$ cat src/rtl/wb_arb_pkg.sv
// Shared definitions for the Wishbone arbiters: FSM state encoding and
// priority-mode selectors.
package wb_arb_pkg;

    typedef enum logic {
        ARB_IDLE = 1'b0,
        ARB_BUSY = 1'b1
    } arb_state_e;

    localparam int unsigned PRIO_RR    = 0;
    localparam int unsigned PRIO_FIXED = 1;

endpackage

$ cat src/rtl/wb_rr_arbiter_if.sv
// Bus bundle for the N-master to 1-slave Wishbone arbiter. The slave modport is
// the arbiter's view; the master modport is the view of the surrounding bus.
interface wb_rr_arbiter_if #(
    parameter int unsigned N_MST = 2,
    parameter int unsigned AW    = 32,
    parameter int unsigned DW    = 32,
    parameter int unsigned SW    = DW / 8
);
    logic [N_MST-1:0]    m_cyc_i;
    logic [N_MST-1:0]    m_stb_i;
    logic [N_MST-1:0]    m_we_i;
    logic [N_MST*SW-1:0] m_sel_i;
    logic [N_MST*AW-1:0] m_adr_i;
    logic [N_MST*DW-1:0] m_dat_i;
    logic [N_MST-1:0]    m_ack_o;
    logic [N_MST-1:0]    m_err_o;
    logic [DW-1:0]       m_dat_o;

    logic                s_cyc_o;
    logic                s_stb_o;
    logic                s_we_o;
    logic [SW-1:0]       s_sel_o;
    logic [AW-1:0]       s_adr_o;
    logic [DW-1:0]       s_dat_o;
    logic                s_ack_i;
    logic [DW-1:0]       s_dat_i;

    modport slave (
        input  m_cyc_i, m_stb_i, m_we_i, m_sel_i, m_adr_i, m_dat_i, s_ack_i, s_dat_i,
        output m_ack_o, m_err_o, m_dat_o, s_cyc_o, s_stb_o, s_we_o, s_sel_o, s_adr_o, s_dat_o
    );

    modport master (
        output m_cyc_i, m_stb_i, m_we_i, m_sel_i, m_adr_i, m_dat_i, s_ack_i, s_dat_i,
        input  m_ack_o, m_err_o, m_dat_o, s_cyc_o, s_stb_o, s_we_o, s_sel_o, s_adr_o, s_dat_o
    );

endinterface

$ cat src/rtl/wb_rr_arbiter_rr_pick.sv
// Combinational winner picker: round-robin from last_idx+1, or lowest index
// when fixed_mode is set. Reusable by any arbiter.
module rr_pick #(
    parameter int unsigned N  = 2,
    parameter int unsigned IW = $clog2(N)
) (
    input  logic [N-1:0]  req,
    input  logic [IW-1:0] last_idx,
    input  logic          fixed_mode,
    output logic          valid_c,
    output logic [N-1:0]  onehot_c,
    output logic [IW-1:0] idx_c
);

    always_comb begin
        int unsigned base;
        int unsigned k;
        valid_c  = 1'b0;
        onehot_c = '0;
        idx_c    = '0;
        k        = 0;
        base     = fixed_mode ? 0 : (32'(last_idx) + 32'd1) % N;
        for (int unsigned off = 0; off < N; off++) begin
            k = (base + off) % N;
            if (!valid_c && req[k]) begin
                valid_c     = 1'b1;
                onehot_c[k] = 1'b1;
                idx_c       = IW'(k);
            end
        end
    end

endmodule

$ cat src/rtl/wb_rr_arbiter.sv
// N-master Wishbone classic arbiter with registered grant and slave watchdog.
// Define WB_ARB_CYC_LOCK_EN to hold the grant across acks while cyc stays high.
module wb_rr_arbiter
    import wb_arb_pkg::*;
#(
    parameter int unsigned N_MST     = 2,
    parameter int unsigned AW        = 32,
    parameter int unsigned DW        = 32,
    parameter int unsigned SW        = DW / 8,
    parameter int unsigned PRIO_MODE = PRIO_RR,
    parameter int unsigned TIMEOUT   = 255
) (
    input  logic             clk,
    input  logic             rst_n,
    wb_rr_arbiter_if.slave   bus,
    output logic [N_MST-1:0] grant_o,
    output logic             busy_o
);

    localparam int unsigned IW = $clog2(N_MST);
    localparam int unsigned CW = (TIMEOUT == 0) ? 1 : $clog2(TIMEOUT + 1);

    arb_state_e        state_q, state_d;
    logic [N_MST-1:0]  grant_q;
    logic [IW-1:0]     gidx_q;
    logic [IW-1:0]     last_q;
    logic [CW-1:0]     cnt_q;
    logic [N_MST-1:0]  err_q;

    logic [N_MST-1:0]  req;
    logic              pick_valid;
    logic [N_MST-1:0]  pick_oh;
    logic [IW-1:0]     pick_idx;
    logic              cyc_g;
    logic              ack_rel;
    logic              tmo_hit;
    logic              rel;
    logic              tmo;

    logic              s_cyc, s_stb, s_we;
    logic [SW-1:0]     s_sel;
    logic [AW-1:0]     s_adr;
    logic [DW-1:0]     s_dat;
    logic [N_MST-1:0]  m_ack;

    assign req     = bus.m_cyc_i & bus.m_stb_i;
    assign cyc_g   = |(bus.m_cyc_i & grant_q);
    assign tmo_hit = (TIMEOUT != 0) && (cnt_q == CW'(TIMEOUT - 1));

`ifdef WB_ARB_CYC_LOCK_EN
    assign ack_rel = 1'b0;
`else
    assign ack_rel = bus.s_ack_i;
`endif

    rr_pick #(.N(N_MST), .IW(IW)) u_pick (
        .req        (req),
        .last_idx   (last_q),
        .fixed_mode (PRIO_MODE == PRIO_FIXED),
        .valid_c    (pick_valid),
        .onehot_c   (pick_oh),
        .idx_c      (pick_idx)
    );

    // State register
    always_ff @(posedge clk or negedge rst_n) begin
        if (!rst_n) state_q <= ARB_IDLE;
        else        state_q <= state_d;
    end

    // Next state; BUSY events ranked ack > abort > timeout
    always_comb begin
        state_d = state_q;
        rel     = 1'b0;
        tmo     = 1'b0;
        case (state_q)
            ARB_IDLE: if (pick_valid) state_d = ARB_BUSY;
            ARB_BUSY: begin
                if (ack_rel || !cyc_g) begin
                    rel = 1'b1;
                end else if (!bus.s_ack_i && tmo_hit) begin
                    rel = 1'b1;
                    tmo = 1'b1;
                end
                if (rel) state_d = ARB_IDLE;
            end
            default: state_d = ARB_IDLE;
        endcase
    end

    // Grant, round-robin pointer, watchdog counter and error pulse
    always_ff @(posedge clk or negedge rst_n) begin
        if (!rst_n) begin
            grant_q <= '0;
            gidx_q  <= '0;
            last_q  <= IW'(N_MST - 1);
            cnt_q   <= '0;
            err_q   <= '0;
        end else begin
            err_q <= '0;
            if (state_q == ARB_IDLE) begin
                cnt_q <= '0;
                if (pick_valid) begin
                    grant_q <= pick_oh;
                    gidx_q  <= pick_idx;
                end
            end else if (rel) begin
                grant_q <= '0;
                last_q  <= gidx_q;
                cnt_q   <= '0;
                if (tmo) err_q <= grant_q;
            end else if (bus.s_ack_i) begin
                cnt_q <= '0;
            end else if (TIMEOUT != 0) begin
                cnt_q <= cnt_q + CW'(1);
            end
        end
    end

    // Outputs: slave mirrors the granted master while BUSY, zero otherwise
    always_comb begin
        s_cyc = 1'b0;
        s_stb = 1'b0;
        s_we  = 1'b0;
        s_sel = '0;
        s_adr = '0;
        s_dat = '0;
        m_ack = '0;
        if (state_q == ARB_BUSY) begin
            m_ack = bus.s_ack_i ? grant_q : '0;
            for (int unsigned k = 0; k < N_MST; k++) begin
                if (grant_q[k]) begin
                    s_cyc = bus.m_cyc_i[k];
                    s_stb = bus.m_stb_i[k];
                    s_we  = bus.m_we_i[k];
                    s_sel = bus.m_sel_i[k*SW +: SW];
                    s_adr = bus.m_adr_i[k*AW +: AW];
                    s_dat = bus.m_dat_i[k*DW +: DW];
                end
            end
        end
    end

    assign bus.s_cyc_o = s_cyc;
    assign bus.s_stb_o = s_stb;
    assign bus.s_we_o  = s_we;
    assign bus.s_sel_o = s_sel;
    assign bus.s_adr_o = s_adr;
    assign bus.s_dat_o = s_dat;
    assign bus.m_ack_o = m_ack;
    assign bus.m_err_o = err_q;
    assign bus.m_dat_o = bus.s_dat_i;
    assign grant_o     = grant_q;
    assign busy_o      = (state_q == ARB_BUSY);

endmodule
$ cat src/flat_wrapper.sv
// flat-port wrapper written by rule: the top's interface ports become plain ports
module wb_rr_arbiter_flat import wb_arb_pkg::*;
#(
    parameter int unsigned N_MST     = 2,
    parameter int unsigned AW        = 32,
    parameter int unsigned DW        = 32,
    parameter int unsigned SW        = DW / 8,
    parameter int unsigned PRIO_MODE = PRIO_RR,
    parameter int unsigned TIMEOUT   = 255
)
  (clk, rst_n, grant_o, busy_o, bus_m_cyc_i, bus_m_stb_i, bus_m_we_i, bus_m_sel_i, bus_m_adr_i, bus_m_dat_i, bus_s_ack_i, bus_s_dat_i, bus_m_ack_o, bus_m_err_o, bus_m_dat_o, bus_s_cyc_o, bus_s_stb_o, bus_s_we_o, bus_s_sel_o, bus_s_adr_o, bus_s_dat_o);
  wb_rr_arbiter_if #(.N_MST(N_MST), .AW(AW), .DW(DW), .SW(SW)) bus_i ();
  input  logic clk;
  input  logic rst_n;
  output logic [N_MST-1:0] grant_o;
  output logic busy_o;
  input wire logic [$bits(bus_i.m_cyc_i)-1:0] bus_m_cyc_i;
  input wire logic [$bits(bus_i.m_stb_i)-1:0] bus_m_stb_i;
  input wire logic [$bits(bus_i.m_we_i)-1:0] bus_m_we_i;
  input wire logic [$bits(bus_i.m_sel_i)-1:0] bus_m_sel_i;
  input wire logic [$bits(bus_i.m_adr_i)-1:0] bus_m_adr_i;
  input wire logic [$bits(bus_i.m_dat_i)-1:0] bus_m_dat_i;
  input wire logic [$bits(bus_i.s_ack_i)-1:0] bus_s_ack_i;
  input wire logic [$bits(bus_i.s_dat_i)-1:0] bus_s_dat_i;
  output wire logic [$bits(bus_i.m_ack_o)-1:0] bus_m_ack_o;
  output wire logic [$bits(bus_i.m_err_o)-1:0] bus_m_err_o;
  output wire logic [$bits(bus_i.m_dat_o)-1:0] bus_m_dat_o;
  output wire logic [$bits(bus_i.s_cyc_o)-1:0] bus_s_cyc_o;
  output wire logic [$bits(bus_i.s_stb_o)-1:0] bus_s_stb_o;
  output wire logic [$bits(bus_i.s_we_o)-1:0] bus_s_we_o;
  output wire logic [$bits(bus_i.s_sel_o)-1:0] bus_s_sel_o;
  output wire logic [$bits(bus_i.s_adr_o)-1:0] bus_s_adr_o;
  output wire logic [$bits(bus_i.s_dat_o)-1:0] bus_s_dat_o;
  assign bus_i.m_cyc_i = bus_m_cyc_i;
  assign bus_i.m_stb_i = bus_m_stb_i;
  assign bus_i.m_we_i = bus_m_we_i;
  assign bus_i.m_sel_i = bus_m_sel_i;
  assign bus_i.m_adr_i = bus_m_adr_i;
  assign bus_i.m_dat_i = bus_m_dat_i;
  assign bus_i.s_ack_i = bus_s_ack_i;
  assign bus_i.s_dat_i = bus_s_dat_i;
  assign bus_m_ack_o = bus_i.m_ack_o;
  assign bus_m_err_o = bus_i.m_err_o;
  assign bus_m_dat_o = bus_i.m_dat_o;
  assign bus_s_cyc_o = bus_i.s_cyc_o;
  assign bus_s_stb_o = bus_i.s_stb_o;
  assign bus_s_we_o = bus_i.s_we_o;
  assign bus_s_sel_o = bus_i.s_sel_o;
  assign bus_s_adr_o = bus_i.s_adr_o;
  assign bus_s_dat_o = bus_i.s_dat_o;
  wb_rr_arbiter #(.N_MST(N_MST), .AW(AW), .DW(DW), .SW(SW), .PRIO_MODE(PRIO_MODE), .TIMEOUT(TIMEOUT)) u_core (.clk(clk), .rst_n(rst_n), .bus(bus_i), .grant_o(grant_o), .busy_o(busy_o));
endmodule
$ cat config.mk
export PLATFORM = sky130hd
export DESIGN_NAME = wb_rr_arbiter_flat
export DESIGN_NICKNAME = d
export VERILOG_FILES = /design/src/rtl/wb_arb_pkg.sv /design/src/rtl/wb_rr_arbiter_if.sv /design/src/rtl/wb_rr_arbiter_rr_pick.sv /design/src/rtl/wb_rr_arbiter.sv /design/src/flat_wrapper.sv
export SDC_FILE = /design/constraint.sdc
export NUM_CORES = 1
export LEC_CHECK = 0
export CORE_AREA = 4 4 110 112
export CTS_CLUSTER_SIZE = 30
export DETAILED_ROUTE_END_ITERATION = 8
export DIE_AREA = 0 0 114 116
export PLACE_DENSITY = 0.66
export SLEW_MARGIN = 5
export SYNTH_ARGS = -nofsm -noshare
export SYNTH_HDL_FRONTEND = slang
export SYNTH_SLANG_ARGS = --single-unit
$ cat constraint.sdc
create_clock -name clk -period 1.33 [get_ports clk]
set_input_delay 0.266 -clock clk [delete_from_list [all_inputs] [get_ports clk]]
set_output_delay 0.266 -clock clk [all_outputs]
set_load 0.05 [all_outputs]
# After elaboration in Yosys (flattened, before gate mapping)
# Cells that the tools add are included.
# word_totals
regBits	15
out_inout_bits	110
word_cells	84
# classes
muxes	52
order_cmp	4
n_reduce_logical	13
addsub	3
eq_ne	2
bitwise	4
# ops
cell	n
$mux 32	6
$mux 1	27
$mux 8	3
$mux 2	10
$mux 4	3
$add 8x1->8 const B	1
$eq 8x8->1 const B	1
$reduce_and 2->1	3
$and 2x2->2	2
$logic_and 1x1->1	4
$lt 1x2->1 const B	2
$logic_not 1->1	3
$add 1x1->1 const B	2
$demux 1 s1	2
$ge 1x1->1 const B	2
$ne 2x2->1 const B	1
$or 2x2->2	1
$pmux 1 s2	1
$reduce_bool 2->1	1
$reduce_or 2->1	1
$logic_or 1x1->1	1
$not 1->1	1

# Depth between registers and ports, before layout
# logic_depth
word_depth	10
mapped_depth	5

# By module
# Synthesis repeated with hierarchy kept, for this count alone.
# hier_totals
hier_cells	279
hier_area_um2	2142.1
# by_module_without_submodules
module	cells_each	n_inst	area_per_inst_um2	seq_area_each_um2
wb_rr_arbiter	273	1	2107.0	376.6
rr_pick	6	1	35.0	0.0

# Least setup slack after synthesis
# No wires, ideal clock.
# synth_timing
path_kind	register to output
startpoint	register u_core.state_q (netlist: u_core.busy_o)
endpoint	output bus_m_ack_o[1]
required_time_ns	1.064
path_stages_with_launch	3
n_path_buf	0
arrival_time_ns	1.975
setup_slack_ns	-0.911
path_cell_list	dfrtp_1 inv_1 nor3_1
# synth_between
elab_chain_len	1
# synth_lines
item	line_no	text
start, declared	wb_rr_arbiter.sv:23	arb_state_e state_q, state_d;
start signal, assigned	wb_rr_arbiter.sv:68	else state_q <= state_d;
$mux 2	wb_rr_arbiter.sv:129	if (state_q == ARB_BUSY) begin
end, declared	flat_wrapper.sv:25	output wire logic [$bits(bus_i.m_ack_o)-1:0] bus_m_ack_o;
# No other way between the ends.

# Worst setup path after layout
# layout_timing
startpoint	register u_core.grant_q[1] (netlist: u_core.grant_o[1])
endpoint	output bus_s_dat_o[10]
# layout_between
elab_chain_len	2
# layout_lines
item	line_no	text
start, declared	wb_rr_arbiter.sv:24	logic [N_MST-1:0] grant_q;
start signal, assigned	wb_rr_arbiter.sv:104	grant_q <= pick_oh;
$mux 32	wb_rr_arbiter.sv:132	if (grant_q[k]) begin
$mux 32	wb_rr_arbiter.sv:129	
end, declared	flat_wrapper.sv:33	output wire logic [$bits(bus_i.s_dat_o)-1:0] bus_s_dat_o;
# No other way between the ends.

==> results.tsv <==
stage	metric	value	unit
pwr	power share of the clock group	14.0	%
die	Site Rows	39	
global_route	largest net degree at the start of global routing	39	
clocking	Clock Latency Late Sink	0.24	ns
global_route	GRT overflow	0	
yosys	post-synthesis cell area	0.00174	mm²
setup_path	most used cell, CP	buf_12	
yosys	Post-Syn Instances	196	
clocking	H-tree depth	1	
die	I/O pins	287	
pwr	leakage	2.22	nW
setup_path	Critical Path RT	1.06	ns
finish	Layout Nets	586	
setup_path	Worst R2R End	u_core.grant_o[1]	
hold_path	Worst Hold Class	in2async	
yosys	dominant cell type by area after synthesis	a22o_1	
finish	Finished Cell Area	0.00540	mm²
clocking	# hold bufs at CTS	0	
timing	clock skew	0.00374	ns
placement	DP HPWL	9650	µm
clocking	CTS buffer count	3	
pwr	Cell Pwr Density	773	mW/mm²
timing	RSZ-0062 raised after global routing	true	
drt	DRT iter0 DRCs	130	
timing	crit path time final	1.77	ns
timing	fmax	566	MHz
pwr	NetSw	1.68	mW
yosys	syn_nets	375	
drt	post-DR wirelength/cell	21.3	µm
timing	period utilization	133	%
yosys	post-synthesis cell type count	37	
yosys	synthesis-stage register bit count	15	
drt	post-route ant nets	0	
yosys	register area share after synthesis	21.7	%
finish	Ant. Diodes	0	
setup_path	flop-to-flop setup slack	-0.13	ns
placement	placed cell count	538	
placement	count of buffers from port buffering	222	
global_route	vias in the first global route	2646	
setup_path	Setup crit end kind	primary output	
drt	# DRC	0	
clocking	clk buf depth	2	
setup_path	CP max stage delay	0.40	ns
setup_path	Max FO, Critical Path	38	
pwr	Final Power	4.18	mW
finish	area occupied by multi-input gates	0.00145	mm²
timing	final worst hold slack	0.329	ns
die	die area	0.0132	mm²
run_status	failing checks	setup timing	
setup_path	Worst path slowest cell	dfrtp_2	
setup_path	critical-path cell list	inv_2 > nor2_4 > buf_12 > a22o_2 > buf_12	
finish	FF/Latch Area	382	µm²
setup_path	startpoint types	flop	
timing	measured slew at the worst slew-check pin	0.334	ns
timing	setup ws final	-0.436	ns
setup_path	Reg-to-Reg Start	u_core.cnt_q[0]	
yosys	top cells by area, synth	a22o_1 36%, dfrtp_1 20%, buf_4 14%	
global_route	antenna violations before repair	0	
setup_path	crit path DAT	1.50	ns
timing	max-slew violations	0	
drt	Routed WL	11700	µm
setup_path	Buf/Inv on CP	3	
pwr	Comb power frac	72.7	%
drt	via count	2502	
die	chip height	116	µm
finish	commonest cells after routing, fill and taps aside	141 x clkdlybuf4s50_1, 82 x buf_12, 43 x a22o_2	
clocking	Clock transition at path regs	0.05	ns
finish	fin cells	549	
die	core area	0.0112	mm²
global_route	first-pass GRT wire length	16000	µm
timing	total negative slack	-28.86	ns
yosys	Mean Syn Cell Area	8.85	µm²
run_status	status	finished with violations	
drt	Pre-Repair DR Iteration Count	4	
finish	Syn-to-layout area delta	211	%
setup_path	CP delay by family, top	buffers and inverters	
clocking	CTS tree	done	
finish	share of post-route cells with drive strength above 1	51.0	%
pwr	worst vdd ir	0.572	mV
setup_path	Reg2Reg Depth	7	
timing	Hold Violations, Final	0	
placement	GP Congestion	0.844	
finish	most common cell after layout, fill and taps aside	clkdlybuf4s50_1	
flow_run	max-cap violation count	0	
clocking	Clock Sinks	15	
pwr	cell internal pwr	2.49	mW
pwr	switching part of the total power	40.3	%
yosys	YS warnings	0	
placement	Cell Area, Placed	0.00515	mm²
drt	detail-routed via count per cell	4.56	
pwr	sequential group share of total power	13.3	%
timing	relative slew slack	77.7	%
global_route	GRT Total Usage	15.9	%
clocking	clk root buf	clkbuf_16	
die	Initial Utilization	15.5	%
finish	Fillers	1018	
timing	Final setup violation count	86	
die	Chip Width	114	µm
setup_path	Setup Crit Path Kind	reg2out	
yosys	share of the synthesized area in the top cell type	35.8	%
==> logic make-up after synthesis <==
group,synth area share [%]
adders and majority gates,1.44
AOI/OAI and AO/OA,42.2
xor gates and xnor gates,1.51
muxes,0.577
DFF,21.7
and+or+nand+nor,13.8
buffers and inverters,18.7
==> layout make-up <==
| type | instances | share of cell area [%] |
|---|---|---|
| clock buffers | 4 | 1.46 |
| inverters | 6 | 0.417 |
| multi-input cells | 129 | 26.7 |
| flip-flops and latches | 15 | 7.06 |
| well taps | 143 | 3.31 |
| repair buffers | 252 | 61.0 |
==> worst register-to-register path: stages (launching register included) <==
cell and delay [ns]:
dfrtp_1 0.38, inv_1 0.06, ha_1 0.14, nand3b_1 0.15, buf_6 0.17, nor3_4 0.21
buf_4 0.17, o31ai_1 0.06
==> flip-flops by register name, indices dropped and copies added, names as in the netlist <==
signal / flops
u_core.bus.m_err_o: 2
u_core.busy_o: 1
u_core.cnt_q: 8
u_core.gidx_q: 1
u_core.grant_o: 2
u_core.last_q: 1
==> worst max path at each step <==
stage / start / to / slack (ns) / cells past startpoint
6_report: u_core.grant_o[1] / bus_s_dat_o[10] / -0.44 / 5
5_1_grt: u_core.grant_o[1] / bus_s_dat_o[10] / -0.49 / 5
4_1_cts: u_core.grant_o[1] / bus_s_dat_o[6] / -0.44 / 5
3_5_place_dp: bus_m_cyc_i[0] / u_core.last_q / -0.39 / 4
3_3_place_gp: bus_m_cyc_i[0] / u_core.last_q / -0.32 / 4
2_1_floorplan: u_core.busy_o / bus_s_adr_o[13] / -0.41 / 4
==> power groups by stage <==
stage / Combinational (mW) / Clock [mW] / Sequential [mW]
final: 3.04 / 0.584 / 0.555
after global routing: 3.14 / 0.608 / 0.559
after CTS: 3.07 / 0.589 / 0.555
after detailed placement: 2.99 / 0 / 0.557
after global placement: 2.98 / 0 / 0.558
after floorplan: 1.53 / 0 / 0.606
==> stage by stage <==
step	util, %	setup slack (ns)
after global routing	48.1	-0.487
final	48.1	-0.436
after floorplan	-	-0.406
after global placement	45.9	-0.319
after CTS	47.8	-0.436
after detailed placement	45.9	-0.392
==> routing by layer <==
metal	up-vias	wire, µm	track usage (%)
li1	1173	-	-
met2	142	5810	27.4
met5	-	0	0
met3	16	1240	5.59
met4	0	212	3.33
met1	1171	4420	19.1
==> timing repair <==
| item | in CTS | in global routing |
|---|---|---|
| endpoints found under the hold margin | 0 | 0 |
| resized for setup | 22 | 7 |
| pin swaps | 7 | 5 |
| buffers inserted | 6 | 3 |
| setup endpoints to repair | 87 | 87 |
==> synthesized netlist by cell type (all sizes together) <==
| master | count |
|---|---|
| a211oi | 2 |
| a21oi | 2 |
| a22o | 71 |
| a22oi | 1 |
| a311o | 1 |
| a31oi | 1 |
| a32oi | 2 |
| and3b | 2 |
| and4 | 1 |
| buf | 40 |
| clkbuf | 6 |
| dfrtp | 14 |
| dfstp | 1 |
| ha | 2 |
| inv | 6 |
| mux2i | 1 |
| nand2 | 5 |
| nand3 | 6 |
| nand3b | 3 |
| nand4 | 1 |
| nand4bb | 1 |
| nor2 | 4 |
| nor2b | 3 |
| nor3 | 7 |
| nor3b | 1 |
| o21ai | 1 |
| o22ai | 1 |
| o311a | 1 |
| o311ai | 1 |
| o31ai | 2 |
| or2 | 1 |
| or3 | 1 |
| or3b | 1 |
| xnor2 | 1 |
| xor2 | 2 |
No activity file was read; power rests on OpenSTA's default activity.
